File: src/rtl/sap_core_param.sv
// Parametrised SAP-class CPU core: PC, MAR, RAM, IR, A/B, adder-subtractor, output register, one-hot T1..T6 sequencer.
// Optional feature macro: SAP_BRANCH_EN (JMP/JZ/JC); when undefined those opcodes execute as NOPs.
module sap_core_param #(
  parameter int DATA_W = 8,
  parameter int ADDR_W = 4
) (
  input  logic              CLK,
  input  logic              CLR,
  input  logic              prog_mode,
  input  logic              prog_we,
  input  logic [ADDR_W-1:0] prog_addr,
  input  logic [DATA_W-1:0] prog_data,
  output logic [DATA_W-1:0] display,
  output logic              out_valid,
  output logic              halted,
  output logic [5:0]        t_state
);

  typedef enum logic [5:0] {
    T1 = 6'b000001,
    T2 = 6'b000010,
    T3 = 6'b000100,
    T4 = 6'b001000,
    T5 = 6'b010000,
    T6 = 6'b100000
  } tstate_e;

  localparam int RAM_D = 1 << ADDR_W;

  localparam logic [3:0] OP_LDA = 4'b0000;
  localparam logic [3:0] OP_ADD = 4'b0001;
  localparam logic [3:0] OP_SUB = 4'b0010;
`ifdef SAP_BRANCH_EN
  localparam logic [3:0] OP_JMP = 4'b0011;
  localparam logic [3:0] OP_JZ  = 4'b0100;
  localparam logic [3:0] OP_JC  = 4'b0101;
`endif
  localparam logic [3:0] OP_OUT = 4'b1110;
  localparam logic [3:0] OP_HLT = 4'b1111;

  localparam logic [ADDR_W-1:0] ADDR_ZERO = {ADDR_W{1'b0}};
  localparam logic [ADDR_W-1:0] ADDR_ONE  = {{(ADDR_W-1){1'b0}}, 1'b1};
  localparam logic [DATA_W-1:0] DATA_ZERO = {DATA_W{1'b0}};

  logic [DATA_W-1:0] mem_r [RAM_D];

  tstate_e           t_state_r, t_state_s;
  logic [ADDR_W-1:0] pc_r, pc_s;
  logic [ADDR_W-1:0] mar_r, mar_s;
  logic [DATA_W-1:0] ir_r, ir_s;
  logic [DATA_W-1:0] a_r, a_s;
  logic [DATA_W-1:0] b_r, b_s;
  logic              z_r, z_s;
  logic              c_r, c_s;
  logic [DATA_W-1:0] display_r, display_s;
  logic              out_valid_r, out_valid_s;
  logic              halted_r, halted_s;

  logic [DATA_W-1:0] ram_rd_s;
  logic [3:0]        opcode_s;
  logic [ADDR_W-1:0] operand_s;
  logic [DATA_W:0]   sum_s;
  logic [DATA_W-1:0] diff_s;

  assign ram_rd_s  = mem_r[mar_r];
  assign opcode_s  = ir_r[DATA_W-1 -: 4];
  assign operand_s = ir_r[ADDR_W-1:0];
  assign sum_s     = {1'b0, a_r} + {1'b0, b_r};
  assign diff_s    = a_r - b_r;

  // Program RAM: written only through the programming port, never reset.
  always_ff @(posedge CLK) begin
    if (prog_mode && prog_we) begin
      mem_r[prog_addr] <= prog_data;
    end
  end

  // Next-state and datapath update for the T-state sequencer.
  always_comb begin
    t_state_s   = t_state_r;
    pc_s        = pc_r;
    mar_s       = mar_r;
    ir_s        = ir_r;
    a_s         = a_r;
    b_s         = b_r;
    z_s         = z_r;
    c_s         = c_r;
    display_s   = display_r;
    out_valid_s = 1'b0;
    halted_s    = halted_r;

    if (prog_mode) begin
      // Programming idles the core but keeps the last displayed value.
      t_state_s = T1;
      pc_s      = ADDR_ZERO;
      mar_s     = ADDR_ZERO;
      ir_s      = DATA_ZERO;
      a_s       = DATA_ZERO;
      b_s       = DATA_ZERO;
      z_s       = 1'b0;
      c_s       = 1'b0;
      halted_s  = 1'b0;
    end else if (halted_r) begin
      t_state_s = t_state_r;
    end else begin
      case (t_state_r)
        T1: begin
          mar_s     = pc_r;
          t_state_s = T2;
        end
        T2: begin
          pc_s      = pc_r + ADDR_ONE;
          t_state_s = T3;
        end
        T3: begin
          ir_s      = ram_rd_s;
          t_state_s = T4;
        end
        T4: begin
          t_state_s = T5;
          case (opcode_s)
            OP_LDA, OP_ADD, OP_SUB: mar_s = operand_s;
`ifdef SAP_BRANCH_EN
            OP_JMP: pc_s = operand_s;
            OP_JZ:  pc_s = z_r ? operand_s : pc_r;
            OP_JC:  pc_s = c_r ? operand_s : pc_r;
`endif
            OP_OUT: begin
              display_s   = a_r;
              out_valid_s = 1'b1;
            end
            OP_HLT: begin
              halted_s  = 1'b1;
              t_state_s = T4;
            end
            default: mar_s = mar_r;
          endcase
        end
        T5: begin
          t_state_s = T6;
          case (opcode_s)
            OP_LDA:         a_s = ram_rd_s;
            OP_ADD, OP_SUB: b_s = ram_rd_s;
            default:        b_s = b_r;
          endcase
        end
        T6: begin
          t_state_s = T1;
          case (opcode_s)
            OP_ADD: begin
              a_s = sum_s[DATA_W-1:0];
              c_s = sum_s[DATA_W];
              z_s = (sum_s[DATA_W-1:0] == DATA_ZERO);
            end
            OP_SUB: begin
              a_s = diff_s;
              c_s = (a_r >= b_r);
              z_s = (diff_s == DATA_ZERO);
            end
            default: a_s = a_r;
          endcase
        end
        default: t_state_s = T1;
      endcase
    end
  end

  // Architectural register bank with asynchronous clear.
  always_ff @(posedge CLK or posedge CLR) begin
    if (CLR) begin
      t_state_r   <= T1;
      pc_r        <= ADDR_ZERO;
      mar_r       <= ADDR_ZERO;
      ir_r        <= DATA_ZERO;
      a_r         <= DATA_ZERO;
      b_r         <= DATA_ZERO;
      z_r         <= 1'b0;
      c_r         <= 1'b0;
      display_r   <= DATA_ZERO;
      out_valid_r <= 1'b0;
      halted_r    <= 1'b0;
    end else begin
      t_state_r   <= t_state_s;
      pc_r        <= pc_s;
      mar_r       <= mar_s;
      ir_r        <= ir_s;
      a_r         <= a_s;
      b_r         <= b_s;
      z_r         <= z_s;
      c_r         <= c_s;
      display_r   <= display_s;
      out_valid_r <= out_valid_s;
      halted_r    <= halted_s;
    end
  end

  assign display   = display_r;
  assign out_valid = out_valid_r;
  assign halted    = halted_r;
  assign t_state   = t_state_r;

endmodule
File: config.mk
export PLATFORM = sky130hd
export DESIGN_NAME = sap_core_param
export DESIGN_NICKNAME = d
export VERILOG_FILES = /design/src/rtl/sap_core_param.sv
export SDC_FILE = /design/constraint.sdc
export NUM_CORES = 1
export LEC_CHECK = 0
export ABC_AREA = 0
export BUFFER_PORTS_ARGS = -buffer_cell sky130_fd_sc_hd__buf_2
export CAP_MARGIN = 10
export CORE_ASPECT_RATIO = 0.75
export CORE_MARGIN = 2
export CORE_UTILIZATION = 45
export CTS_CLUSTER_DIAMETER = 40
export DETAILED_ROUTE_END_ITERATION = 10
export PLACE_DENSITY_LB_ADDON = 0.1
export SLEW_MARGIN = 5
export SYNTH_ARGS = -nofsm -noshare
export SYNTH_HDL_FRONTEND = slang
export SYNTH_SLANG_ARGS = --single-unit
File: constraint.sdc
create_clock -name CLK -period 3.5 [get_ports CLK]
set_input_delay 0.175 -clock CLK [delete_from_list [all_inputs] [get_ports CLK]]
set_output_delay 0.175 -clock CLK [all_outputs]
set_load 0.01 [all_outputs]
After elaboration in Yosys (flattened, before gate mapping)
Memories as Yosys holds them, arrays and structs flattened. Cells that the tools add are included.

Register bits after elaboration: 48. Bits in latches: 0. Bits in writable memories: 128. Bits in read-only memories: 0. Bits of input ports: 16. Memories: 1.

$add $sub $neg: 3. $mul: 0. Divide/modulo/power cells: 0. $lt $le $gt $ge: 0. Equality and inequality tests: 14. Shift operators: 0. Muxes and demuxes: 33. Bitwise logic cells: 2. Reductions and logical operators: 16.

Memories: mem_r (depth 16, bits a word 8, rd ports 1, clocked after Yosys merged registers in 0, write ports 1, line 45) `logic [DATA_W-1:0] mem_r [RAM_D];`.

Operator list (count): $mux 8 (10); $pmux 8 s2 (2); $pmux 6 s5 (1); $mux 4 (6); $mux 6 (2); $mux 1 (10); $add 8x8->8 (1); $eq 4x4->1 const B (2); $pmux 4 s2 (1); $reduce_and 4->1 (2); $reduce_bool 2->1 (4); $sub 8x8->8 (1); $eq 6x1->1 const B (1); $eq 6x2->1 const B (1); $eq 6x3->1 const B (1); $eq 6x4->1 const B (1); $eq 6x5->1 const B (1); $eq 6x6->1 const B (1); $ne 3x2->1 const B (2); $reduce_and 3->1 (2); $reduce_bool 3->1 (2); $mux 5 (1); $add 4x1->4 const B (1); $eq 4x1->1 const B (1); 9 further kinds (11).

Longest topological paths before layout
Gate-level depths: netlist of run 1.

Depth after elaboration: 6. Mapped depth: 11. Gate-level depth less buffers: 11.

Worst setup path after synthesis of run 1
OpenSTA, ideal clock, no wires.

Path kind: reg2reg. From: reg ir_r[4]. To: reg a_r[7]. Library setup time: 0.127 ns. Arrival: 2.538 ns. Slack: 0.835 ns. Stages on the path, launching flop included: 10. Cells stage by stage: dfrtp_1 -> clkbuf_1 -> nor4b_2 -> mux2i_1 -> ha_1 -> a21o_1 -> a41o_1 -> o41ai_1 -> xnor2_1 -> o21ai_1.

Word-level cells in the longest chain between the ends: 5.

RTL lines: start: declaration (line 50) `logic [DATA_W-1:0] ir_r, ir_s;`; start signal: assignment (line 186) `ir_r <= ir_s;`; $eq 4x2->1 or $eq 4x1->1 (tied branches) (line 149) `case (opcode_s)`; $pmux 8 s2 (line 149); $pmux 8 s2 (line 106) `case (t_state_r)`; $mux 8 (line 103) `end else if (halted_r) begin`; $mux 8 (line 92) `if (prog_mode) begin`; end signal: assignment (line 187) `a_r <= a_s;`; end: declaration (line 51) `logic [DATA_W-1:0] a_r, a_s;`.

Several ways; a longest one is shown, not always the timed one. The select of a mux whose other input is x is not followed. A chain may end at the register's enable or synchronous reset.

Final worst setup path of run 1
Ends and elaborated chain as after synthesis.

==> results of run 1 <==
-- cell type report --
| cell class | instances | area, um2 |
|---|---|---|
| flip-flops and latches | 176 | 5049 |
| clock inverters | 13 | 161.4 |
| multi-input cells | 256 | 2270 |
| inverters | 15 | 56.30 |
| fillers | 1348 | 7664 |
| clock buffers | 19 | 432.9 |
| well taps | 210 | 262.8 |
| repair buffers | 38 | 220.2 |
-- cells in the mapped netlist, types with 10 or more instances --
cell      instances
a21oi_1          13
xnor2_1          13
edfxtp_1        128
mux2i_1          14
nand2_1          34
nor2_1           52
mux4_2           40
dfrtp_1          47
nor3_1           10
clkbuf_1         13
inv_1            14
-- where the power goes --
group	leakage, nW	switching [mW]	internal (mW)
combinational	1.01	0.167	0.131
sequential	1.81	0.0340	2.28
clock	0.271	0.778	1.12
total	3.09	0.979	3.53
-- cell families (layout without fill, tap and decap cells) --
kind of cell	Yosys count	in the layout
buf+inv	34	85
fa+ha+maj	10	10
simple gates	121	121
compound gates	47	47
mux	59	59
flops	176	176
xor+xnor	19	19
-- per-layer routing --
layer	routed length, um	vias to the layer above	GRT usage
met1	7731	2179	0.2875
li1	-	1882	-
met4	126	0	0.05802
met5	0	-	0
met2	6635	93	0.2589
met3	708	9	0.04076
-- path summary, 6_finish.rpt --
kind | end | slack [ns] | cells past startpoint
hold reg to reg | display[5] | 0.47 | 2
min in group CLK | mem_r[10][2] | 0.15 | 1
setup reg to reg | a_r[7] | 0.57 | 8
hold / removal | halted | 0.006 | 2
max in group asynchronous | mar_r[1] | 2.77 | 2
setup / recovery | a_r[7] | 0.57 | 8
-- layout by cell type (no fill, tap or decap), drive strengths merged, types with 4 or more instances in the layout --
cell,instances
edfxtp,128
nor2,52
dfrtp,47
mux4,40
buf,38
nand2,34
clkbuf,19
inv,17
mux2i,14
a21oi,13
xnor2,13
nor3,12
a22o,9
ha,9
o21ai,7
xor2,6
nand4,5
a22oi,5
clkinvlp,5
mux2,5
nor4,4
-- sequential cells by signal (all words and copies together), names as in the netlist --
name       cells
b_r            8
display        8
mem_r        128
pc_r           4
ir_r           8
out_valid      1
halted         1
t_state        6
mar_r          4
a_r            8
-- critical path: cells and delay by family (launching register included) --
kind / cells / cell delay, ns
AND/OR/NAND/NOR: 1 / 0.68
XOR/XNOR: 1 / 0.16
flip-flops: 1 / 0.46
multiplexers: 1 / 0.37
AO/OA/AOI/OAI: 4 / 0.85
adder cells (fa/ha/maj): 1 / 0.29
-- metrics by stage --
step           cell area, um2  std cells  total power [mW]
2_1_floorplan            7471        466             2.556
5_1_grt                  8452        727             4.672
6_report                 8452        727             4.510
4_1_cts                  8452        727             4.556
3_3_place_gp             7858        695             2.643
3_5_place_dp             7858        695             2.651
==> impl_results.md, run 1 <==
* Status: finished clean
* Main combinational cell family by area after synthesis: multiplexers
* Crit Reg-Reg Startpoint: ir_r[4]
* Cell area after synthesis at 7471 um2
* Setup_tns at 0 ns
* Clk slew on worst S/H paths at 0.07 ns
* Die height at about 120 um
* Top cell type's share of synthesized area at 0.5145
* Critical Path Fanout Max at 7
* I/O pin cnt at 32
* Flops & latches, synth at roughly 180
* Syn nets at 492
* Top cells by area, synth: edfxtp_1 51%, dfrtp_1 16%, mux4_2 12%
* First-pass GRT wire length at 23.94 mm
* Fmax at roughly 340 MHz
* TritonRoute pass-1 iters at 7
* Syn Area/Cell at 16.03 um2
* Max stage delay cell, worst path: nor4b_2
* Total track usage at 0.1840
* Final WL at roughly 15 mm
* Final net count at 530
* Synth Area in XOR/XNOR at 0.02227
* Post_cts resized at 0
* Setup bufs post-CTS at 0
* Core ar. at ~16,000 um2
* WL per Instance at 20.91 um
* ANT cells at 0
* Post-synth cell types at between 40 and 50
* Final hold violation count at 0
* Post-synthesis cell count at 466
* CTS root buf: clkbuf_16
* Layout Utilization at 0.5245
* Setup CP Type: flop to flop
* EDFF count, synth at 128
* PD cells at 533.6 nW/um2
* Worst EP arrival at 3.23 ns
* RSZ-0062 raised after global routing: false
* Critical path's largest stage delay at 0.68 ns
* Clock H-tree levels at 4
* Adder-cell share of the synthesized area at 0.01775
* Synth Area in Compound Gates at 0.04321
* Hold_ws at 0.006311 ns
* Clk sinks at 176
* Period utilization at 0.8384
* TritonCTS clock tree: built
* VDD IR max at 0.3842 mV
* Worst Max-Slew Pin Slew at 1.044 ns
* Area Growth Syn to Fin at 13.13%
* # DRC at 0
* FFs w/ async S/R, synth at 0.2727
* Fin Clk Skew at a little over 0.009 ns
* PortBufs at 31
* Slew HR at 0.3029
* Post-synthesis simple-gate area fraction at 0.07369
* Maxcap violations at 0
* Post-synthesis sequential area ratio at 0.6754
* Min Tclk post-route at 2.934 ns
* Crit end category: flop
* Worst skew pair latency at approximately 0.42 ns
* Final GP Congestion at 0.8260
* Vias at 4,163
* Layout cells sized above 1 at 0.2224
* Pre-CTS setup slack at 0.5839 ns
* Fin worst setup slack at around 0.57 ns
* Die ar. at 17,660 um2
* Routed Antenna Nets at 0
* Rows at 40
* Via density at 5.726
* Ys Warns at 0
* Die Wd at about 150 um
* Mux share of post-synthesis cell area at 0.1469
* Critical Path Start Type: flop
* Vias in the first global route at 4,087
* Initial antenna violation count at 0
* Fin. max-slew vios at 0
* Largest net degree at the start of global routing at roughly 50
* Hpwl dp at 10.35 mm
* # hold bufs at CTS at 0
* Critical path origin: ir_r[4]
* Setup violators final at 0
* Total congestion overflow at 0
* Initial DRC count at roughly 380
* Max clock buf depth at 2
* CP Data Required Time at ~3.8 ns
* CP cell instances: nor4b_2, mux2i_1, ha_1, a21o_1, a41o_1, o41ai_1, xnor2_1, o21ai_1
* Worst Hold Class: primary input to asynchronous set/reset pin
* Ys flop type: edfxtp_1
* Pleak at 3.086 nW
* Initial core utilization at 0.4636
* Cts bufs inserted at 17
* Yosys top cell by area: edfxtp_1
(Power assumes the default switching activity.)
==> run 2, diff against run 1 <==
Settings changed: ABC_AREA 0 to 1.
Clock period 3.5 ns to 3 ns, I/O delays scaled along.
==> run 2 against run 1 <==
Effect of this change: clock power grew 18%; clock skew grew 0.00085 ns; area after synthesis grew 8.3%; largest power group unchanged.
==> impl_results.md, run 2 <==
* Adder-cell share of the synthesized area at 0.01640
* Hold Path Origin: prog_mode
* Yosys top cell by area: edfxtp_1
* Ys flop type: edfxtp_1
* Initial core utilization at 0.4595
* Crit Reg-Reg Startpoint: ir_r[4]
* Maxcap violations at 0
* PortBufs at 31
* RSZ-0062 raised after global routing: false
* Flops & latches, synth at 176
* Status: finished clean
* Cell area after synthesis at 8089 um2
* Synth cell count leaders: 185 x nand2_1, 128 x edfxtp_1, 123 x nor2_1
* Rows at 42
* Final GP Congestion at 0.8192
* Top cells by area, synth: edfxtp_1 48%, dfrtp_1 15%, nand2_1 8.6%
* Initial antenna violation count at 0
* Largest register FFs at approximately 130
* Crit end category: flop
* Total congestion overflow at 0
* Core ar. at 17,600 um2
* Syn nets at 842
* Post-synthesis simple-gate area fraction at 0.2357
* Layout cells sized above 1 at 0.1282
* EDFF count, synth at 128
* Vias at 5,762
* Clock H-tree levels at 4
* Mux share of post-synthesis cell area at 0
* Crit path max-delay family: simple AND/OR/NAND/NOR gates
* Setup_tns at 0 ns
* Critical Path Fanout Max at 9
* Area Growth Syn to Fin at 11.68%
* Final net count at 871
* Post_cts resized at 0
* Die height at about 120 um
* Worst Path Buf+Inv at 1
* Setup bufs post-CTS at 0
* Pre-CTS setup slack at 0.7209 ns
* First-pass GRT wire length at 30.29 mm
* Slew HR at 0.3327
* TritonCTS clock tree: built
* Setup violators final at 0
* Main combinational cell family by area after synthesis: simple AND/OR/NAND/NOR gates
* PD cells at 620.8 nW/um2
* TritonRoute pass-1 iters at 5
* Top cell type's share of synthesized area at 0.4752
* Max stage delay cell, worst path: dfrtp_1
* FFs w/ async S/R, synth at 0.2727
* Worst Hold Class: primary input to flop
* Worst skew pair latency at 0.43 ns
* Post-synthesis sequential area ratio at 0.6238
* Post-synth cell types at 38
* Min Tclk post-route at ~2.3 ns
* Vias in the first global route at 5,305
* Total track usage at 0.2121
* CTS root buf: clkbuf_16
* Synth Area in Compound Gates at 0.05893
* Initial DRC count at 621
* Setup CP Type: flop to flop
* Fin worst setup slack at 0.7150 ns
* Synth Area in XOR/XNOR at 0.01083
* Post-synthesis cell count at around 820
* I/O pin cnt at 32
* # DRC at 0
* Fin Clk Skew at 0.01006 ns
* # hold bufs at CTS at 1
* Most frequent cells in the layout: 185 x nand2_1, 128 x edfxtp_1, 123 x nor2_1, 94 x nand3_1, 60 x inv_1
* Critical path origin: ir_r[4]
* Fin. max-slew vios at 0
* ANT cells at 0
* CP Data Required Time at 3.32 ns
* Fmax at 437.6 MHz
* VDD IR max at 0.3936 mV
* Die Wd at 158.8 um
* Largest net degree at the start of global routing at 58
* Critical Path Start Type: flop
* Die ar. at 19,080 um2
* Period utilization at 0.7617
* Worst Max-Slew Pin Slew at 0.9972 ns
* Max clock buf depth at 2
* Biggest register: mem_r
* Worst EP arrival at about 2.6 ns
* Clk sinks at 176
* Hpwl dp at around 13 mm
* Most numerous cell in the Yosys netlist: nand2_1
* Final WL at 19.09 mm
* WL per Instance at 17.35 um
* Syn Area/Cell at 9.913 um2
* Critical path's largest stage delay at 0.42 ns
* Pleak at 3.768 nW
* Ys Warns at 0
* Commonest non-fill, non-tap cell in the layout: nand2_1
* Clk slew on worst S/H paths at 0.07 ns
* Via density at 5.238
* Hold_ws at 0.05152 ns
* Routed Antenna Nets at 0
* CP cell instances: nor2_1, nand2_2, o21ai_0, xor2_1, ha_1, nand2_1, inv_1, a21oi_1, nand2_1, nand3_1, nand3_1, nand3_1, nand2_1
* Final hold violation count at 0
* Cts bufs inserted at 17
run 2: changes by cell type after synthesis, moves of 10 or more:
cell     previous run  this run
buf_2               1        19
inv_1              14        61
mux2i_1            14         0
mux4_2             40         0
nand2_1            34       185
nand3_1             3        94
nor2_1             52       123
nor2_2              0        14
nor3_1             10         0
o21ai_0             3        44
run 2: layer usage:
metal,global-route usage,wire [um],part of all wire
met1,0.3336,9509,0.50
met2,0.2874,8056,0.42
met3,0.04459,1194,0.063
met4,0.07397,325,0.017
met5,0,0,0
run 2: cell families after synthesis:
family,Yosys count
XOR/XNOR,10
flip-flops,176
adder cells (fa/ha/maj),10
AND/OR/NAND/NOR,435
AO/OA/AOI/OAI,87
buffers and inverters,98
run 2: cell type report:
cell class / instances / area, um2
clock buffer: 22 / 506.7
clock inverter: 10 / 93.84
fill: 1571 / 8571
inverter: 69 / 261.5
multi-input combinational: 542 / 2604
sequential: 176 / 5047
tap: 242 / 302.8
timing repair buffer: 39 / 217.7
run 2: report_power, final:
part	switching [mW]	internal [mW]
registers	0.0506	2.68
clock network	0.954	1.30
logic	0.416	0.214
run 2: path summary, 6_finish.rpt:
path                              end  slack (ns)  cells after the start
setup / recovery               a_r[7]        0.72                     13
hold / removal                pc_r[3]        0.05                      2
setup reg to reg               a_r[7]        0.72                     13
hold reg to reg            display[7]        0.47                      2
max in group asynchronous  t_state[0]        1.88                      4
min in group asynchronous  display[5]        0.33                      3
run 2: worst reg2reg max path: stages, from the launching register on:
cell and delay [ns]:
dfrtp_1 0.42, nor2_1 0.26, nand2_2 0.18, o21ai_0 0.14
xor2_1 0.23, ha_1 0.31, nand2_1 0.11, inv_1 0.04
a21oi_1 0.13, nand2_1 0.09, nand3_1 0.09, nand3_1 0.07
nand3_1 0.08, nand2_1 0.05
run 2: metrics by stage:
stage | power [mW] | std cells | util | area (um2)
after global placement | 3.392 | 1067 | 0.4785 | 8423
final | 5.608 | 1100 | 0.5131 | 9034
after global routing | 5.848 | 1100 | 0.5131 | 9034
after CTS | 5.646 | 1100 | 0.5131 | 9034
after floorplan | 3.241 | 816 | - | 8089
after detailed placement | 3.405 | 1067 | 0.4785 | 8423
==> run 3, diff against run 2 <==
Clock period 3 ns to 2.2 ns, I/O delays scaled along.
==> run 3 against run 2 <==
Effect of this change: critical path depth shrank 1; clock skew grew 0.0014 ns; fmax grew 4.4%; design area grew 3.2%; non-clock buffer count grew 30; combinational power grew 62%; sequential power grew 37%; cell count grew 2.6%; via count grew 0.56%; register-to-register slack lost 0.70 ns; critical endpoint is now a_r[6]; highest routed layer unchanged.
==> impl_results.md, run 3 (synthesis gave the netlist of run 2 again) <==
* Area Growth Syn to Fin at 15.28%
* I/O pin cnt at 32
* Setup violators final at 0
* Fin Clk Skew at about 0.011 ns
* Number of cells after detailed placement at approximately 1.1k
* Clk sinks at between 150 and 200
* Fmax at 456.8 MHz
* Clk slew on worst S/H paths at 0.06 ns
* Fin. max-slew vios at 0
* Critical Path Start Type: flop
* Crit end category: flop
* Multi-input logic area at 2689 um2
* First-pass GRT wire length at between 30 and 40 mm
* Setup_tns at 0 ns
* Switching Fraction at 0.2545
* TritonRoute pass-1 iters at 5
* Clock network fraction of total power at 0.378
* Vias at ~5.8k
* Setup CP Type: flop to flop
* Hpwl dp at ~13 mm
* Reg power frac at 0.488
* Worst skew pair latency at 0.43 ns
* CP cell instances: nor2_4, nand2_4, nand2_1, xor2_1, ha_1, a21oi_1, or2_2, nand3_1, nand2_1, nand3_1, nand3_1, nand2_1
* Status: finished clean
* PD cells at 818.9 nW/um2
* Initial DRC count at 500
* Critical path's largest stage delay at 0.44 ns
* Vias in the first global route at 5,338
* Max stage delay cell, worst path: dfrtp_1
* Initial antenna violation count at 0
* Commonest non-fill, non-tap cell in the layout: nand2_1
* Max clock buf depth at 2
* Slew HR at 0.4258
* Critical path origin: ir_r[7]
* Routed Antenna Nets at 0
* RSZ-0062 raised after global routing: true
* Final GP Congestion at 0.8163
* P_int at 5.693 mW
* Crit Reg-Reg Startpoint: ir_r[7]
* Period utilization at 0.9950
* # DRC at 0
* Final non-filler cell total at 1,129
* Biggest register: mem_r
* Final hold violation count at 0
* VDD IR max at 0.5345 mV
* Die Wd at 158.8 um
* Layout Utilization at 0.5297
* Final WL at around 20 mm
* Worst Hold Class: primary input to flop
* Filler cells at approximately 1.6k
* Hold Path Origin: prog_mode
* Core ar. at around 18,000 um2
* Worst EP arrival at 2.51 ns
* Maxcap violations at 0
* ANT cells at 0
* Total track usage at 0.2133
* Clock H-tree levels at 4
* TritonCTS clock tree: built
* Total congestion overflow at 0
* PortBufs at 31
* CP Data Required Time at 2.52 ns
* Initial core utilization at 0.4595
* WL per Instance at between 15 and 20 um
* Total area of sequential cells at 5049 um2
* Layout cells sized above 1 at 0.1736
* Die height at roughly 120 um
* Worst Max-Slew Pin Slew at 0.8600 ns
* Combinational Power Share at 0.134
* Rows at 42
* Final net count at 901
* Largest register FFs at 128
* Switch Pwr at between 1.5 and 2 mW
* Most frequent cells in the layout: 181 x nand2_1, 128 x edfxtp_1, 121 x nor2_1, 93 x nand3_1, 56 x inv_1
* Via density at 5.132
* Die ar. at 19,080 um2
* Min Tclk post-route at roughly 2.2 ns
* Critical Path Fanout Max at 8
* Largest net degree at the start of global routing at 58
* Pleak at roughly 3.9 nW
* CTS root buf: clkbuf_16
* Cts bufs inserted at 17
## run 3: final cells by class
class | count | area share
Sequential cell | 176 | 0.5414
Tap cell | 242 | 0.03247
Multi-Input combinational cell | 542 | 0.2883
Timing Repair Buffer | 69 | 0.05018
Clock buffer | 21 | 0.04723
Inverter | 69 | 0.02804
Clock inverter | 10 | 0.01234
## run 3: layer usage
layer | global-route usage | vias to the layer above | wire length (um)
met2 | 0.2980 | 144 | 8390
li1 | - | 2849 | -
met1 | 0.3356 | 2782 | 9826
met3 | 0.04355 | 19 | 1075
met5 | 0 | - | 0
met4 | 0.05791 | 0 | 259
## run 3: what timing repair did
item	in CTS	in global routing
hold buffers	1	0
pin swaps	0	13
hold endpoints to repair	37	0
setup buffers	0	6
cloned	0	0
resized for setup	1	24
endpoints found under the setup margin	1	5
## run 3: worst paths after layout
kind	slack, ns	cells after the start	endpoint
max	0.01	12	a_r[6]
min	0.04	2	pc_r[3]
max reg2reg	0.01	12	a_r[6]
min reg2reg	0.48	2	display[7]
max in group asynchronous	1.16	4	pc_r[2]
min in group asynchronous	0.41	3	display[4]
## run 3: metrics by stage
step / power [mW] / hold slack [ns] / instance area [um2] / setup slack [ns]
after floorplan: 4.420 / 0.2089 / 8089 / 0.1576
after global placement: 4.648 / 0.3281 / 8628 / 0.05766
after detailed placement: 4.674 / 0.3481 / 8628 / -0.006194
after CTS: 7.548 / 0.01597 / 9194 / 0.002802
after global routing: 7.935 / 0.05809 / 9325 / -0.1444
final: 7.636 / 0.03561 / 9325 / 0.01108
## run 3: critical path: cells and delay by family, from the launching register on
family / cells / cell delay (ns)
AO/OA/AOI/OAI: 1 / 0.25
XOR/XNOR: 1 / 0.19
adder cells (fa/ha/maj): 1 / 0.33
flip-flops: 1 / 0.44
AND/OR/NAND/NOR: 9 / 0.86
## run 3: power by group through the flow
stage	Clock [mW]	Sequential, mW	Combinational, mW
6_report	2.89	3.73	1.02
3_3_place_gp	0	3.78	0.864
3_5_place_dp	0	3.79	0.886
4_1_cts	2.94	3.72	0.893
2_1_floorplan	0	3.77	0.648
5_1_grt	3.06	3.73	1.14
